`src/rtl/rb_stream_ctrl_pkg.sv`:
```
// Shared types, defaults and width helper for the row-buffer stream controller.
package rb_stream_ctrl_pkg;

   typedef enum logic [2:0] {
      ST_IDLE  = 3'd0,
      ST_FILL  = 3'd1,
      ST_RW    = 3'd2,
      ST_DRAIN = 3'd3,
      ST_DONE  = 3'd4
   } state_t;

   localparam int DEF_IMG_W = 8;
   localparam int DEF_IMG_H = 8;
   localparam int DEF_K     = 3;

   // Counter/address width; never narrower than one bit.
   function automatic int clog2_min1(input int v);
      return (v <= 2) ? 1 : $clog2(v);
   endfunction

endpackage

```
`src/rtl/rb_stream_ctrl_ring_ptr.sv`:
```
// Ring position counters: BRAM pointer, column within row and row bank.
// Zero latency to outputs; advances only on inc, so stalls simply hold position.
module rb_stream_ctrl_ring_ptr
   import rb_stream_ctrl_pkg::*;
#(
   parameter int IMG_W = DEF_IMG_W,
   parameter int K     = DEF_K,
   localparam int DEPTH = (K - 1) * IMG_W,
   localparam int AW    = clog2_min1(DEPTH),
   localparam int BW    = clog2_min1(K - 1),
   localparam int CW    = clog2_min1(IMG_W)
) (
   input  logic          clk,
   input  logic          rst,
   input  logic          clr,
   input  logic          inc,
   output logic [AW-1:0] ptr,
   output logic [CW-1:0] col,
   output logic [BW-1:0] bank,
   output logic          ptr_wrap
);

   logic col_wrap;
   logic bank_wrap;

   assign ptr_wrap  = (ptr == AW'(DEPTH - 1));
   assign col_wrap  = (col == CW'(IMG_W - 1));
   assign bank_wrap = (bank == BW'(K - 2));

   // Pointer and bank wrap on the same inc because DEPTH is a whole number of rows.
   always_ff @(posedge clk) begin
      if (rst || clr) begin
         ptr  <= '0;
         col  <= '0;
         bank <= '0;
      end else if (inc) begin
         ptr <= ptr_wrap ? '0 : ptr + 1'b1;
         col <= col_wrap ? '0 : col + 1'b1;
         if (col_wrap)
            bank <= bank_wrap ? '0 : bank + 1'b1;
      end
   end

endmodule

```
`src/rtl/rb_stream_ctrl.sv`:
```
// Row-buffer controller: fills a (K-1)-row BRAM ring, then read-before-overwrite per pixel.
// Output valid one cycle after an RW accept; a stalled output blocks input and holds BRAM port B.
module rb_stream_ctrl
   import rb_stream_ctrl_pkg::*;
#(
   parameter int IMG_W = DEF_IMG_W,
   parameter int IMG_H = DEF_IMG_H,
   parameter int K     = DEF_K,
   localparam int DEPTH = (K - 1) * IMG_W,
   localparam int AW    = clog2_min1(DEPTH),
   localparam int BW    = clog2_min1(K - 1),
   localparam int CW    = clog2_min1(IMG_W)
) (
   input  logic          clk,
   input  logic          rst,
   input  logic          start,
   input  logic          in_valid,
   output logic          in_ready,
   output logic          wr_en,
   output logic [AW-1:0] wr_addr,
   output logic          rd_en,
   output logic [AW-1:0] rd_addr,
   output logic [BW-1:0] steer,
   output logic          steer_en,
   output logic          out_valid,
   input  logic          out_ready,
   output logic [CW-1:0] out_col,
   output logic          busy,
   output logic          complete
);

   localparam int TOTAL = IMG_W * IMG_H;
   localparam int PW    = clog2_min1(TOTAL);

   state_t        state;
   logic [PW-1:0] pix_cnt;
   logic [AW-1:0] ptr;
   logic [CW-1:0] col;
   logic [BW-1:0] bank;
   logic          ptr_wrap;
   logic          acc;
   logic          last_pix;

   rb_stream_ctrl_ring_ptr #(
      .IMG_W (IMG_W),
      .K     (K)
   ) u_ring_ptr (
      .clk      (clk),
      .rst      (rst),
      .clr      (start),
      .inc      (acc),
      .ptr      (ptr),
      .col      (col),
      .bank     (bank),
      .ptr_wrap (ptr_wrap)
   );

   // A start or reset cycle never consumes a pixel, so the source address stays in step.
   always_comb begin
      in_ready = 1'b0;
      case (state)
         ST_FILL: in_ready = 1'b1;
         ST_RW:   in_ready = !out_valid || out_ready;
         default: in_ready = 1'b0;
      endcase
      if (rst || start)
         in_ready = 1'b0;
   end

   assign acc      = in_valid && in_ready;
   assign wr_en    = acc;
   assign rd_en    = acc && (state == ST_RW);
   assign steer_en = rd_en;
   assign wr_addr  = wr_en ? ptr : '0;
   assign rd_addr  = rd_en ? ptr : '0;
   assign steer    = steer_en ? bank : '0;
   assign last_pix = (pix_cnt == PW'(TOTAL - 1));

   assign busy     = (state == ST_FILL) || (state == ST_RW) || (state == ST_DRAIN);
   assign complete = (state == ST_DONE);

   always_ff @(posedge clk) begin
      if (rst) begin
         state     <= ST_IDLE;
         pix_cnt   <= '0;
         out_valid <= 1'b0;
         out_col   <= '0;
      end else if (start) begin
         state     <= ST_FILL;
         pix_cnt   <= '0;
         out_valid <= 1'b0;
         out_col   <= '0;
      end else begin
         if (acc)
            pix_cnt <= last_pix ? '0 : pix_cnt + 1'b1;

         // Port B data lands one cycle after rd_en; the column rides with it.
         if (rd_en) begin
            out_valid <= 1'b1;
            out_col   <= col;
         end else if (out_ready) begin
            out_valid <= 1'b0;
         end

         case (state)
            ST_FILL:  if (acc && ptr_wrap) state <= ST_RW;
            ST_RW:    if (acc && last_pix) state <= ST_DRAIN;
            ST_DRAIN: if (!out_valid || out_ready) state <= ST_DONE;
            default:  state <= state;
         endcase
      end
   end

endmodule
```
`config.mk`:
```
export PLATFORM = sky130hd
export DESIGN_NAME = rb_stream_ctrl
export DESIGN_NICKNAME = d
export VERILOG_FILES = /design/src/rtl/rb_stream_ctrl_pkg.sv /design/src/rtl/rb_stream_ctrl_ring_ptr.sv /design/src/rtl/rb_stream_ctrl.sv
export SDC_FILE = /design/constraint.sdc
export NUM_CORES = 1
export LEC_CHECK = 0
export ABC_AREA = 1
export BUFFER_PORTS_ARGS = -buffer_cell sky130_fd_sc_hd__buf_2
export CAP_MARGIN = 20
export CELL_PAD_IN_SITES_DETAIL_PLACEMENT = 1
export CELL_PAD_IN_SITES_GLOBAL_PLACEMENT = 1
export CORE_ASPECT_RATIO = 0.75
export CORE_MARGIN = 5
export CORE_UTILIZATION = 42
export CTS_BUF_LIST = sky130_fd_sc_hd__clkbuf_8
export DETAILED_ROUTE_END_ITERATION = 10
export GPL_ROUTABILITY_DRIVEN = 0
export PLACE_DENSITY = 0.95
export SETUP_SLACK_MARGIN = 0.5
export SLEW_MARGIN = 0
export SYNTH_ARGS = -nofsm -noshare
export SYNTH_HDL_FRONTEND = slang
export SYNTH_SLANG_ARGS = --single-unit
```
`constraint.sdc`:
```
create_clock -name clk -period 2.65 [get_ports clk]
set_clock_uncertainty 0.15 [all_clocks]
set_input_delay 0.6625 -clock clk [delete_from_list [all_inputs] [get_ports clk]]
set_output_delay 0.6625 -clock clk [all_outputs]
set_load 0.03 [all_outputs]
```
* Word-level counts from Yosys, hierarchy flattened
Index checks and enable logic that the tools add are counted.
Word-level totals: bits in registers 21, bits of input ports 5, output and inout port bits 19
Operators by class: reduce and logical (&&, ||, !) cells 16, $add $sub $neg 4, equal/unequal tests 13, multiplexer cells 16
Operators with widths (number):
- 2-to-1 mux 3 bit | 4
- 2-to-1 mux 4 bit | 3
- one-hot mux 3 bit (3 select lines) | 1
- AND reduction 4 bit | 2
- adder 6 x 1 -> 6 bit (second input constant) | 1
- == test 3 x 2 -> 1 bit (second input constant) | 2
- == test 3 bit (second input constant) | 2
- == test 6 bit (second input constant) | 1
- 2-to-1 mux 1 bit | 6
- 2-to-1 mux 6 bit | 1
- != test 3 x 2 -> 1 bit (second input constant) | 2
- adder 4 x 1 -> 4 bit (second input constant) | 1
- == test 4 bit (second input constant) | 1
- logical AND 1 bit | 4
- logical OR 1 bit | 4
- != test 2 x 1 -> 1 bit (second input constant) | 2
- nonzero test 4 bit | 1
- adder 3 x 1 -> 3 bit (second input constant) | 1
- == test 3 x 1 -> 1 bit (second input constant) | 1
- != test 3 bit (second input constant) | 1
- nonzero test 3 bit | 1
- != test 2 bit (second input constant) | 1
- one-hot mux 1 bit (2 select lines) | 1
- AND reduction 2 bit | 1
- other kinds (4) | 4

* Logic depth before layout (Yosys ltp)
Gate-level depths: netlist of the first run.
depth in word-level cells 9, depth in mapped cells 11, gate-level depth less buffers 10

* By module
A second synthesis of the first run with hierarchy kept.
Unflattened totals: cell total of the unflattened synthesis 157, area total of the unflattened synthesis 1117.3 um^2
Modules (own cells, without submodules):
- rb_stream_ctrl | cells an instance 108, area each 738.2 um^2, instances 1, seq. area each 260.2 um^2
- rb_stream_ctrl_ring_ptr | cells an instance 49, area each 379.1 um^2, instances 1, seq. area each 160.2 um^2

* Least setup slack after synthesis of the first run
OpenSTA, ideal clock, no wires.
path kind input to output, start input port out_ready, end output port rd_addr[0], buffers on the path 0, stages on the path 8, slack 0.186 ns, data arrival time 1.652 ns, path through inv_1 -> nand2_1 -> nand3_1 -> nand2_2 -> nand3_4 -> clkinv_2 -> nand2_2 -> nor2_1
On the way: cells in the longest elaborated chain, start to end 6
RTL lines:
- start, declared | line rb_stream_ctrl.sv:26 | input logic out_ready,
- logical OR 1 bit | line rb_stream_ctrl.sv:63 | ST_RW: in_ready = !out_valid || out_ready;
- one-hot mux 1 bit (2 select lines) | line rb_stream_ctrl.sv:61 | case (state)
- 2-to-1 mux 1 bit | line rb_stream_ctrl.sv:66 | if (rst || start)
- logical AND 1 bit | line rb_stream_ctrl.sv:70 | assign acc = in_valid && in_ready;
- logical AND 1 bit | line rb_stream_ctrl.sv:72 | assign rd_en = acc && (state == ST_RW);
- 2-to-1 mux 4 bit | line rb_stream_ctrl.sv:75 | assign rd_addr = rd_en ? ptr : '0;
- end, declared | line rb_stream_ctrl.sv:22 | output logic [AW-1:0] rd_addr,
No other way between the ends.

* Worst setup path after layout of the first run
start register state[1], end output port steer
On the way: cells in the longest elaborated chain, start to end 6, elaborated cells between the ends (all ways) 7, classes of those cells 2 x eq/ne; 3 x mux; 2 x reduce/logical
RTL lines:
- start, declared | line rb_stream_ctrl.sv:35 | state_t state;
- start signal, assigned | line rb_stream_ctrl.sv:109 | default: state <= state;
- == test 3 x 2 -> 1 bit or == test 3 x 1 -> 1 bit (tied branches) | line rb_stream_ctrl.sv:61, rb_stream_ctrl.sv:72
- one-hot mux 1 bit (2 select lines) | line rb_stream_ctrl.sv:61
- 2-to-1 mux 1 bit | line rb_stream_ctrl.sv:66
- logical AND 1 bit | line rb_stream_ctrl.sv:70
- logical AND 1 bit * | line rb_stream_ctrl.sv:72
- 2-to-1 mux 1 bit * | line rb_stream_ctrl.sv:76 | assign steer = steer_en ? bank : '0;
- end, declared | line rb_stream_ctrl.sv:23 | output logic [BW-1:0] steer,
Mark *: on every way between the ends. The rest lies on a longest branch, timed or not.

==> flow_summary.json, run 1 <==
{
  "synth_cells": 161,
  "powerDensity_mw_per_mm2": 398,
  "dieArea_mm2": 0.00380,
  "drive_gt1_frac": 0.350,
  "critPathMostFrequentCell": "nor2_4",
  "num_rows": 16,
  "status": "completed",
  "grt.total_usage": 0.221,
  "max_stage_delay_ns": 0.36,
  "critical-path-slowest-cell": "dfxtp_2",
  "drtAntennaViolNets": 0,
  "final_cells": 239,
  "hold_viol_final": 0,
  "crit_fanout": 8,
  "grt_pass1_wl_mm": 6.35,
  "grt_pass1_vias": 1314,
  "vias_per_cell": 5.38,
  "critPathLaunch": "state[1]",
  "crit_path_end_kind": "output port",
  "clk_latency_ns": 0.28,
  "critPathArrivalTime_ns": 1.58,
  "dp.cells": 221,
  "regArea_um2": 423,
  "fin_nets": 213,
  "die_y_um": 54.6,
  "hp-class": "reg -> reg",
  "cts.clk_slew.worst_paths_ns": 0.08,
  "rsz0062_at_grt": "true",
  "cts_made_buffers": 3,
  "dr.pass1.iters": 4,
  "cts.sinks": 21,
  "worst_ir_drop_vdd_uv": 439,
  "tightestPinTransition_ns": 0.425,
  "drt-initial-drc-count": 56,
  "core-area_mm2": 0.00258,
  "tns_ns": 0,
  "fill_cells": 323,
  "vias": 1287,
  "power.leakage_nw": 0.699,
  "num_antenna_cells": 0,
  "maxCapViolations": 0,
  "tritoncts": "done",
  "portBuffers": 23,
  "wl_mm": 4.53,
  "synth-seq-cells": 21,
  "area_growth_syn_to_layout_pct": 48.1,
  "setup_viol": 0,
  "hp-start": "out_col[1]",
  "antenna_found_initial": 0,
  "drcViolationCount": 0,
  "start_util": 0.432,
  "fin_crit_sh": 0.904,
  "worstPathRequired_ns": 1.84,
  "root_buffer": "clkbuf_8",
  "cts_buffer_depth": 2,
  "grt_max_degree": 16,
  "hpwl_mm": 2.57,
  "final_cell_mix": "35 x nand2_1, 21 x inv_1, 21 x buf_4",
  "num_io_pins": 24,
  "syn_area_per_cell_um2": 6.92,
  "grt-ovfl-total": 0,
  "netlist_area_mm2": 0.00111,
  "post-route-min-period_ns": 2.39,
  "ys_warn_count": 0,
  "path_class": "reg -> out",
  "hold_buffers": 0,
  "die-width_um": 69.5,
  "multiInputGateArea_um2": 682,
  "synth_cell_types": 26,
  "syn_nets": 170,
  "ys_seq_area_frac": 0.377,
  "final_max_slew_viol_count": 0,
  "max-slew-margin-rel": 0.715,
  "critical_path.cell_chain": "inv_4 > nor2_4 > inv_1 > nor2_1 > buf_4 > nand2_8 > nor2_4 > buf_6",
  "htreeDepth": 1,
  "max_freq_mhz": 418,
  "mostFrequentLayoutCell": "nand2_1",
  "cp-start-kind": "register",
  "rr_startpoint": "state[2]",
  "post_drt_wl_per_cell_um": 19.0
}
[through the flow]
stage	worst slack [ns]	hold WS (ns)	utilization	cell area, µm²	total power [mW]
detailed placement	0.117	0.323	0.540	1400	0.408
global route	0.191	0.361	0.640	1650	0.686
CTS	0.277	0.333	0.610	1580	0.635
floorplan	0.393	0.299	-	1230	0.384
global placement	0.183	0.299	0.540	1400	0.403
finish	0.255	0.331	0.640	1650	0.657
[sequential cells by signal, summed over array words and instances, names as in the netlist]
register         count
pix_cnt              6
u_ring_ptr.ptr       4
out_col              3
state                3
u_ring_ptr.col       3
out_valid            1
u_ring_ptr.bank      1
[kinds of logic after synthesis]
kind of cell               synth area share
buffers and inverters                 0.113
DFF                                   0.377
AOI/OAI and AO/OA                     0.110
and+or+nand+nor                       0.347
xor gates and xnor gates            0.00786
adders and majority gates            0.0449
[cell usage after synthesis]
| cell type | count | area (µm²) |
|---|---|---|
| nor3b_1 | 1 | 7.51 |
| nand3_1 | 9 | 45.0 |
| clkinv_2 | 1 | 5.00 |
| o31ai_1 | 1 | 7.51 |
| nand2_2 | 2 | 12.5 |
| inv_1 | 23 | 86.3 |
| buf_6 | 1 | 11.3 |
| clkbuf_1 | 1 | 3.75 |
| nand3b_1 | 1 | 7.51 |
| nor3_1 | 3 | 15.0 |
| xor2_1 | 1 | 8.76 |
| nand3_4 | 2 | 35.0 |
| nor2_2 | 3 | 18.8 |
| buf_2 | 1 | 5.00 |
| a21oi_1 | 14 | 70.1 |
| nor2_1 | 20 | 75.1 |
| buf_4 | 1 | 7.51 |
| nand4_1 | 4 | 25.0 |
| a22oi_1 | 1 | 7.51 |
| nand2_1 | 36 | 135 |
| nand3_2 | 1 | 10.0 |
| dfxtp_1 | 21 | 420 |
| o21ai_0 | 6 | 30.0 |
| o21bai_1 | 1 | 7.51 |
| ha_1 | 4 | 50.1 |
| inv_2 | 2 | 7.51 |
[power breakdown]
| part | switching [mW] | total [mW] | internal [mW] |
|---|---|---|---|
| registers | 0.00671 | 0.326 | 0.319 |
| logic | 0.0655 | 0.105 | 0.0392 |
| clock network | 0.121 | 0.226 | 0.106 |
| total | 0.193 | 0.657 | 0.464 |
[metal layers]
layer / GRT usage / up-vias / part of all wire
li1: - / 592 / -
met1: 0.217 / 619 / 0.39
met2: 0.453 / 60 / 0.53
met3: 0.0661 / 16 / 0.061
met4: 0.0844 / 0 / 0.025
met5: 0 / - / 0
[worst max-delay path, delay by kind of cell, from the launching register on]
kind | cells | cell delay [ns]
buffers and inverters | 4 | 0.47
AND/OR/NAND/NOR | 4 | 0.47
flip-flops | 1 | 0.36
[timing repair]
| item | 4_1_cts | 5_1_grt |
|---|---|---|
| gates resized for setup | 28 | 5 |
| endpoints found under the setup margin | 13 | 13 |
| pin swaps | 5 | 2 |
| setup buffers | 6 | 8 |
[cell type report]
type,count,share of cell area
timing repair buffer,42,0.203
multi-input combinational,110,0.413
clock inverter,1,0.00303
sequential,21,0.256
clock buffer,3,0.0250
tap,36,0.0273
inverter,26,0.0727
[worst paths after layout]
path | endpoint | slack (ns) | depth (start not counted)
max | steer | 0.26 | 8
min | out_col[1] | 0.33 | 2
max reg2reg | pix_cnt[5] | 0.74 | 12
min reg2reg | out_col[1] | 0.33 | 2
No activity file was read; power rests on OpenSTA's default activity.
==> run 2, diff against run 1 <==
--- a/config.mk
+++ b/config.mk
@@ -12,12 +12,12 @@
 export CELL_PAD_IN_SITES_GLOBAL_PLACEMENT = 1
 export CORE_ASPECT_RATIO = 0.75
 export CORE_MARGIN = 5
-export CORE_UTILIZATION = 42
+export CORE_UTILIZATION = 35
 export CTS_BUF_LIST = sky130_fd_sc_hd__clkbuf_8
 export DETAILED_ROUTE_END_ITERATION = 10
 export GPL_ROUTABILITY_DRIVEN = 0
-export PLACE_DENSITY = 0.95
-export SETUP_SLACK_MARGIN = 0.5
+export PLACE_DENSITY = 0.88
+export SETUP_SLACK_MARGIN = 0.3
 export SLEW_MARGIN = 0
 export SYNTH_ARGS = -nofsm -noshare
 export SYNTH_HDL_FRONTEND = slang
==> constraint.sdc (replaced) <==
create_clock -name clk -period 2.2 [get_ports clk]
set_clock_uncertainty 0.15 [all_clocks]
set_input_delay 0.55 -clock clk [delete_from_list [all_inputs] [get_ports clk]]
set_output_delay 0.55 -clock clk [all_outputs]
set_load 0.03 [all_outputs]
==> run 2 against run 1 <==
The flow now finishes with violations (setup timing); worst hold slack worse by 0.010 ns; first-iteration DRC count down 66%; final cell count up 1.7%; sequential power up 20%; power up 19%.
==> flow_summary.json, run 2 (synthesis gave the netlist of run 1 again) <==
{
  "status": "finished, violations left",
  "violations": "setup timing",
  "final_cell_mix": "35 x nand2_1, 20 x inv_1, 18 x buf_6, 18 x dfxtp_1, 16 x buf_4",
  "root_buffer": "clkbuf_8",
  "maxCapViolations": 0,
  "worstPathRequired_ns": 1.50,
  "fin_crit_sh": 1.00,
  "final_cells": 243,
  "area_growth_syn_to_layout_pct": 52.5,
  "power.leakage_nw": 0.716,
  "mostFrequentLayoutCell": "nand2_1",
  "max_freq_mhz": 455,
  "crit_path_end_kind": "output port",
  "largestRegisters": "pix_cnt: 6 flops, u_ring_ptr.ptr: 4 flops",
  "hpwl_mm": 2.54,
  "cts.clk_slew.worst_paths_ns": 0.08,
  "vias_per_cell": 5.00,
  "setup_viol": 1,
  "tritoncts": "done",
  "grt_pass1_vias": 1353,
  "setup.worst_path.end": "rd_addr[2]",
  "setup_slack_ns": -0.0000451,
  "largest_register": "pix_cnt",
  "max_stage_delay_ns": 0.36,
  "grt.total_usage": 0.181,
  "hold_ws_ns": 0.321,
  "final_core_util": 0.567,
  "hold_buffers": 0,
  "antenna_found_initial": 0,
  "htreeDepth": 1,
  "num_io_pins": 24,
  "num_antenna_cells": 0,
  "dp.cells": 228,
  "grt_max_degree": 16,
  "r2r_end": "u_ring_ptr.ptr[3]",
  "final_max_slew_viol_count": 0,
  "fill_cells": 369,
  "drive_gt1_frac": 0.371,
  "vias": 1214,
  "largest_register_ffs": 6,
  "worst-path-stages": 9,
  "cts.sinks": 21,
  "portBuffers": 23,
  "tightestPinTransition_ns": 0.416,
  "powerDensity_mw_per_mm2": 460,
  "dr.pass1.iters": 4,
  "die_y_um": 58.9,
  "rsz0062_at_grt": "true",
  "critPathArrivalTime_ns": 1.50,
  "critPathLaunch": "state[1]",
  "max-slew-margin-rel": 0.720,
  "hold_viol_final": 0,
  "cp-start-kind": "register",
  "fin_nets": 215,
  "post-route-min-period_ns": 2.20,
  "r2r_setup_slack_ns": 0.34,
  "path_class": "reg -> out",
  "rr_startpoint": "state[1]",
  "cts_made_buffers": 3,
  "tns_ns": -0.0000451,
  "clk_latency_ns": 0.27,
  "critical_path.cell_chain": "inv_4 > nor2_4 > nand3_2 > nand2_2 > nand3_4 > clkinv_4 > nand2_8 > nor2_4 > buf_6",
  "crit_buf_inv": 3,
  "post_drt_wl_per_cell_um": 14.9,
  "start_util": 0.372,
  "grt_pass1_wl_mm": 6.25,
  "wl_mm": 3.63,
  "drt-initial-drc-count": 19,
  "crit_fanout": 7,
  "num_rows": 17,
  "critPathTopFamily": "simple AND/OR/NAND/NOR gates",
  "critical-path-slowest-cell": "dfxtp_2",
  "critPathMostFrequentCell": "nor2_4",
  "drcViolationCount": 0,
  "drtAntennaViolNets": 0,
  "cts_buffer_depth": 2,
  "hp-class": "in -> reg",
  "grt-ovfl-total": 0,
  "reg2reg_depth": 13,
  "worst_ir_drop_vdd_uv": 394,
  "core-area_mm2": 0.00300,
  "dieArea_mm2": 0.00443,
  "die-width_um": 75.2
}
[run 2: metrics by stage]
stage / setup slack (ns) / cell area (µm²) / total power [mW]
after CTS: 0.0243 / 1660 / 0.777
final: -0.0000451 / 1700 / 0.782
after detailed placement: -0.0388 / 1450 / 0.497
after global placement: 0.000955 / 1450 / 0.492
after global routing: -0.0689 / 1700 / 0.812
after floorplan: 0.168 / 1230 / 0.462
[run 2: power breakdown]
group / internal (mW) / switching (mW) / total, mW
logic: 0.0533 / 0.0733 / 0.127
clock network: 0.127 / 0.138 / 0.264
registers: 0.384 / 0.00606 / 0.391
total: 0.564 / 0.217 / 0.782
[run 2: per-layer routing]
metal  global-route usage  up-vias  routed length [µm]
met5                    0        -                   0
met4               0.0224        0                   6
met3               0.0529        2                 155
met2                0.349       23                1920
met1                0.199      589                1550
li1                     -      600                   -
[run 2: cell type report]
class,count,area (µm²),share of cell area
clock inverter,1,5.00,0.00294
inverter,26,120,0.0706
clock buffer,3,41.3,0.0243
tap,38,47.5,0.0280
sequential,21,427,0.251
multi-input combinational,110,672,0.395
timing repair buffer,44,388,0.228
[run 2: worst min-delay path by stage]
| stage | startpoint | endpoint | slack, ns | cells after the start |
|---|---|---|---|---|
| 2_1_floorplan | pix_cnt[1] | pix_cnt[1] | 0.30 | 2 |
| 3_3_place_gp | out_col[1] | out_col[1] | 0.30 | 2 |
| 3_5_place_dp | out_col[2] | out_col[2] | 0.31 | 2 |
| 4_1_cts | rst | state[0] | 0.32 | 2 |
| 5_1_grt | rst | state[0] | 0.32 | 2 |
| 6_report | rst | state[0] | 0.32 | 2 |
[run 2: worst register-to-register path, delay by kind of cell (launching register included)]
kind	cells	cell delay (ns)
xor gates and xnor gates	1	0.14
buffers and inverters	5	0.52
DFF	1	0.36
and+or+nand+nor	7	0.64
[run 2: what timing repair did]
action	in CTS	in global routing
endpoints found under the setup margin	13	14
pin swaps	5	4
setup buffers	7	4
endpoints found under the hold margin	0	0
gates resized for setup	38	4
==> run 3, diff against run 2 <==
--- a/config.mk
+++ b/config.mk
@@ -5,19 +5,18 @@
 export SDC_FILE = /design/constraint.sdc
 export NUM_CORES = 1
 export LEC_CHECK = 0
-export ABC_AREA = 1
 export BUFFER_PORTS_ARGS = -buffer_cell sky130_fd_sc_hd__buf_2
 export CAP_MARGIN = 20
 export CELL_PAD_IN_SITES_DETAIL_PLACEMENT = 1
 export CELL_PAD_IN_SITES_GLOBAL_PLACEMENT = 1
 export CORE_ASPECT_RATIO = 0.75
 export CORE_MARGIN = 5
-export CORE_UTILIZATION = 35
+export CORE_UTILIZATION = 36
 export CTS_BUF_LIST = sky130_fd_sc_hd__clkbuf_8
 export DETAILED_ROUTE_END_ITERATION = 10
 export GPL_ROUTABILITY_DRIVEN = 0
-export PLACE_DENSITY = 0.88
-export SETUP_SLACK_MARGIN = 0.3
+export PLACE_DENSITY = 0.87
+export SETUP_SLACK_MARGIN = 0.1
 export SLEW_MARGIN = 0
 export SYNTH_ARGS = -nofsm -noshare
 export SYNTH_HDL_FRONTEND = slang
==> run 3 against run 2 <==
The flow still finishes with violations (setup timing); clock power down 4%; global-route usage decreased by 1.2 points; design area down 5.2%; die area decreased by 3.8%; maximum frequency shrank 1.3%.
==> flow_summary.json, run 3 <==
{
  "cp-start-kind": "input port",
  "grt_max_degree": 15,
  "drtAntennaViolNets": 0,
  "ys_top_cells_by_count": "21 x dfxtp_1, 12 x nand2_1, 12 x nor2_1, 10 x a21oi_1",
  "fin_crit_sh": 1.01,
  "path_class": "in -> out",
  "synth_area_leaders": "dfxtp_1 38%, a21oi_1 4.6%, ha_1 4.6%",
  "hold_ws_ns": 0.345,
  "start_util": 0.373,
  "synth_top_flop_cell": "dfxtp_1",
  "area_growth_syn_to_layout_pct": 47.2,
  "num_antenna_cells": 0,
  "core-area_mm2": 0.00294,
  "syn_nets": 142,
  "ys_warn_count": 0,
  "tritoncts": "done",
  "cts_made_buffers": 3,
  "ys_seq_area_frac": 0.384,
  "die-width_um": 73.7,
  "drive_gt1_frac": 0.408,
  "hold_buffers": 0,
  "tightestPinTransition_ns": 0.283,
  "final_max_slew_viol_count": 0,
  "grt.total_usage": 0.169,
  "synth_cell_types": 34,
  "yosysMostFrequentCell": "dfxtp_1",
  "crit_fanout": 7,
  "netlist_area_mm2": 0.00109,
  "fill_cells": 350,
  "max-slew-margin-rel": 0.811,
  "drcViolationCount": 0,
  "post_drt_wl_per_cell_um": 16.5,
  "drt-initial-drc-count": 39,
  "synth-seq-cells": 21,
  "setup_slack_ns": -0.0288,
  "cts.clk_slew.worst_paths_ns": 0.08,
  "max_freq_mhz": 449,
  "dieArea_mm2": 0.00426,
  "largest_register_ffs": 6,
  "crit_path_end_kind": "output port",
  "clk_latency_ns": 0.26,
  "setup_viol": 7,
  "async_reset_ff_frac": 0,
  "num_rows": 17,
  "worst_ir_drop_vdd_uv": 317,
  "fin_nets": 184,
  "vias_per_cell": 5.52,
  "rsz0062_at_grt": "true",
  "max_stage_delay_ns": 0.32,
  "grt_pass1_vias": 1213,
  "hpwl_mm": 2.38,
  "synth_edf_count": 0,
  "critPathTopFamily": "simple AND/OR/NAND/NOR gates",
  "maxCapViolations": 0,
  "wl_mm": 3.50,
  "grt_pass1_wl_mm": 5.68,
  "crit_buf_inv": 2,
  "vias": 1171,
  "tns_ns": -0.182,
  "critPathMostFrequentCell": "buf_6",
  "grt-ovfl-total": 0,
  "mostFrequentLayoutCell": "buf_4",
  "dr.pass1.iters": 4,
  "num_io_pins": 24,
  "cts.sinks": 21,
  "final_core_util": 0.549,
  "root_buffer": "clkbuf_8",
  "synth_cells": 133,
  "die_y_um": 57.8,
  "worstPathRequired_ns": 1.50,
  "htreeDepth": 1,
  "powerDensity_mw_per_mm2": 449,
  "hp-class": "reg -> reg",
  "status": "finished, violations left",
  "power.leakage_nw": 0.677,
  "yosys.area.top_type": "dfxtp_1",
  "synth.top_cell.area_share": 0.384,
  "largestRegisters": "pix_cnt: 6 flops, u_ring_ptr.ptr: 4 flops",
  "hold_viol_final": 0,
  "syn_area_per_cell_um2": 8.23,
  "critical-path-slowest-cell": "nor4b_4",
  "largest_register": "pix_cnt",
  "critPathArrivalTime_ns": 1.53,
  "violations": "setup timing",
  "antenna_found_initial": 0,
  "critical_path.cell_chain": "buf_6 > nor4b_4 > and3_4 > and2_4 > buf_6",
  "cts_buffer_depth": 2,
  "post-route-min-period_ns": 2.23,
  "portBuffers": 23,
  "final_cell_mix": "21 x buf_4, 19 x dfxtp_1, 15 x buf_6"
}
## run 3: per-layer routing
| metal | global-route usage | up-vias | routed length, µm |
|---|---|---|---|
| li1 | - | 559 | - |
| met1 | 0.195 | 575 | 1510 |
| met2 | 0.324 | 33 | 1800 |
| met3 | 0.0381 | 4 | 148 |
| met4 | 0.0207 | 0 | 44 |
| met5 | 0 | - | 0 |
## run 3: where the power goes
| part | switching, mW | internal [mW] |
|---|---|---|
| Clock | 0.129 | 0.124 |
| Sequential | 0.00428 | 0.382 |
| Combinational | 0.0476 | 0.0362 |
## run 3: path summary, 6_finish.rpt
path                   start           endpoint  slack [ns]  depth (start not counted)
setup / recovery         rst         rd_addr[1]       -0.03                          5
hold / removal    pix_cnt[5]         pix_cnt[5]        0.35                          1
setup reg to reg    state[2]  u_ring_ptr.ptr[3]        0.21                          7
hold reg to reg   pix_cnt[5]         pix_cnt[5]        0.35                          1
## run 3: area by class of cell
type | count | area (µm²) | area share
timing repair buffer | 45 | 372 | 0.231
tap | 38 | 47.5 | 0.0295
inverter | 2 | 7.51 | 0.00466
multi-input combinational | 102 | 717 | 0.445
clock buffer | 3 | 41.3 | 0.0256
sequential | 21 | 423 | 0.262
clock inverter | 1 | 3.75 | 0.00233
## run 3: what timing repair did
action | 4_1_cts | 5_1_grt
pin swaps | 7 | 4
setup buffers | 4 | 2
gates resized for setup | 41 | 4
endpoints found under the setup margin | 13 | 14
hold endpoints to repair | 0 | 0
## run 3: cell families (layout without fill, tap and decap cells)
group,count (synthesis),in the layout,synth area share
AND/OR/NAND/NOR,64,64,0.323
flip-flops,21,21,0.384
AO/OA/AOI/OAI,29,29,0.155
multiplexers,5,5,0.0457
adder cells (fa/ha/maj),4,4,0.0457
buffers and inverters,10,51,0.0457
## run 3: stage by stage
stage          cell area (µm²)  power [mW]  instances  setup slack [ns]
6_report                  1610       0.724        212           -0.0288
2_1_floorplan             1150       0.431        133           -0.0419
4_1_cts                   1580       0.720        210           -0.0405
5_1_grt                   1610       0.752        212           -0.0784
3_3_place_gp              1380       0.458        202            -0.150
3_5_place_dp              1380       0.461        202            -0.217
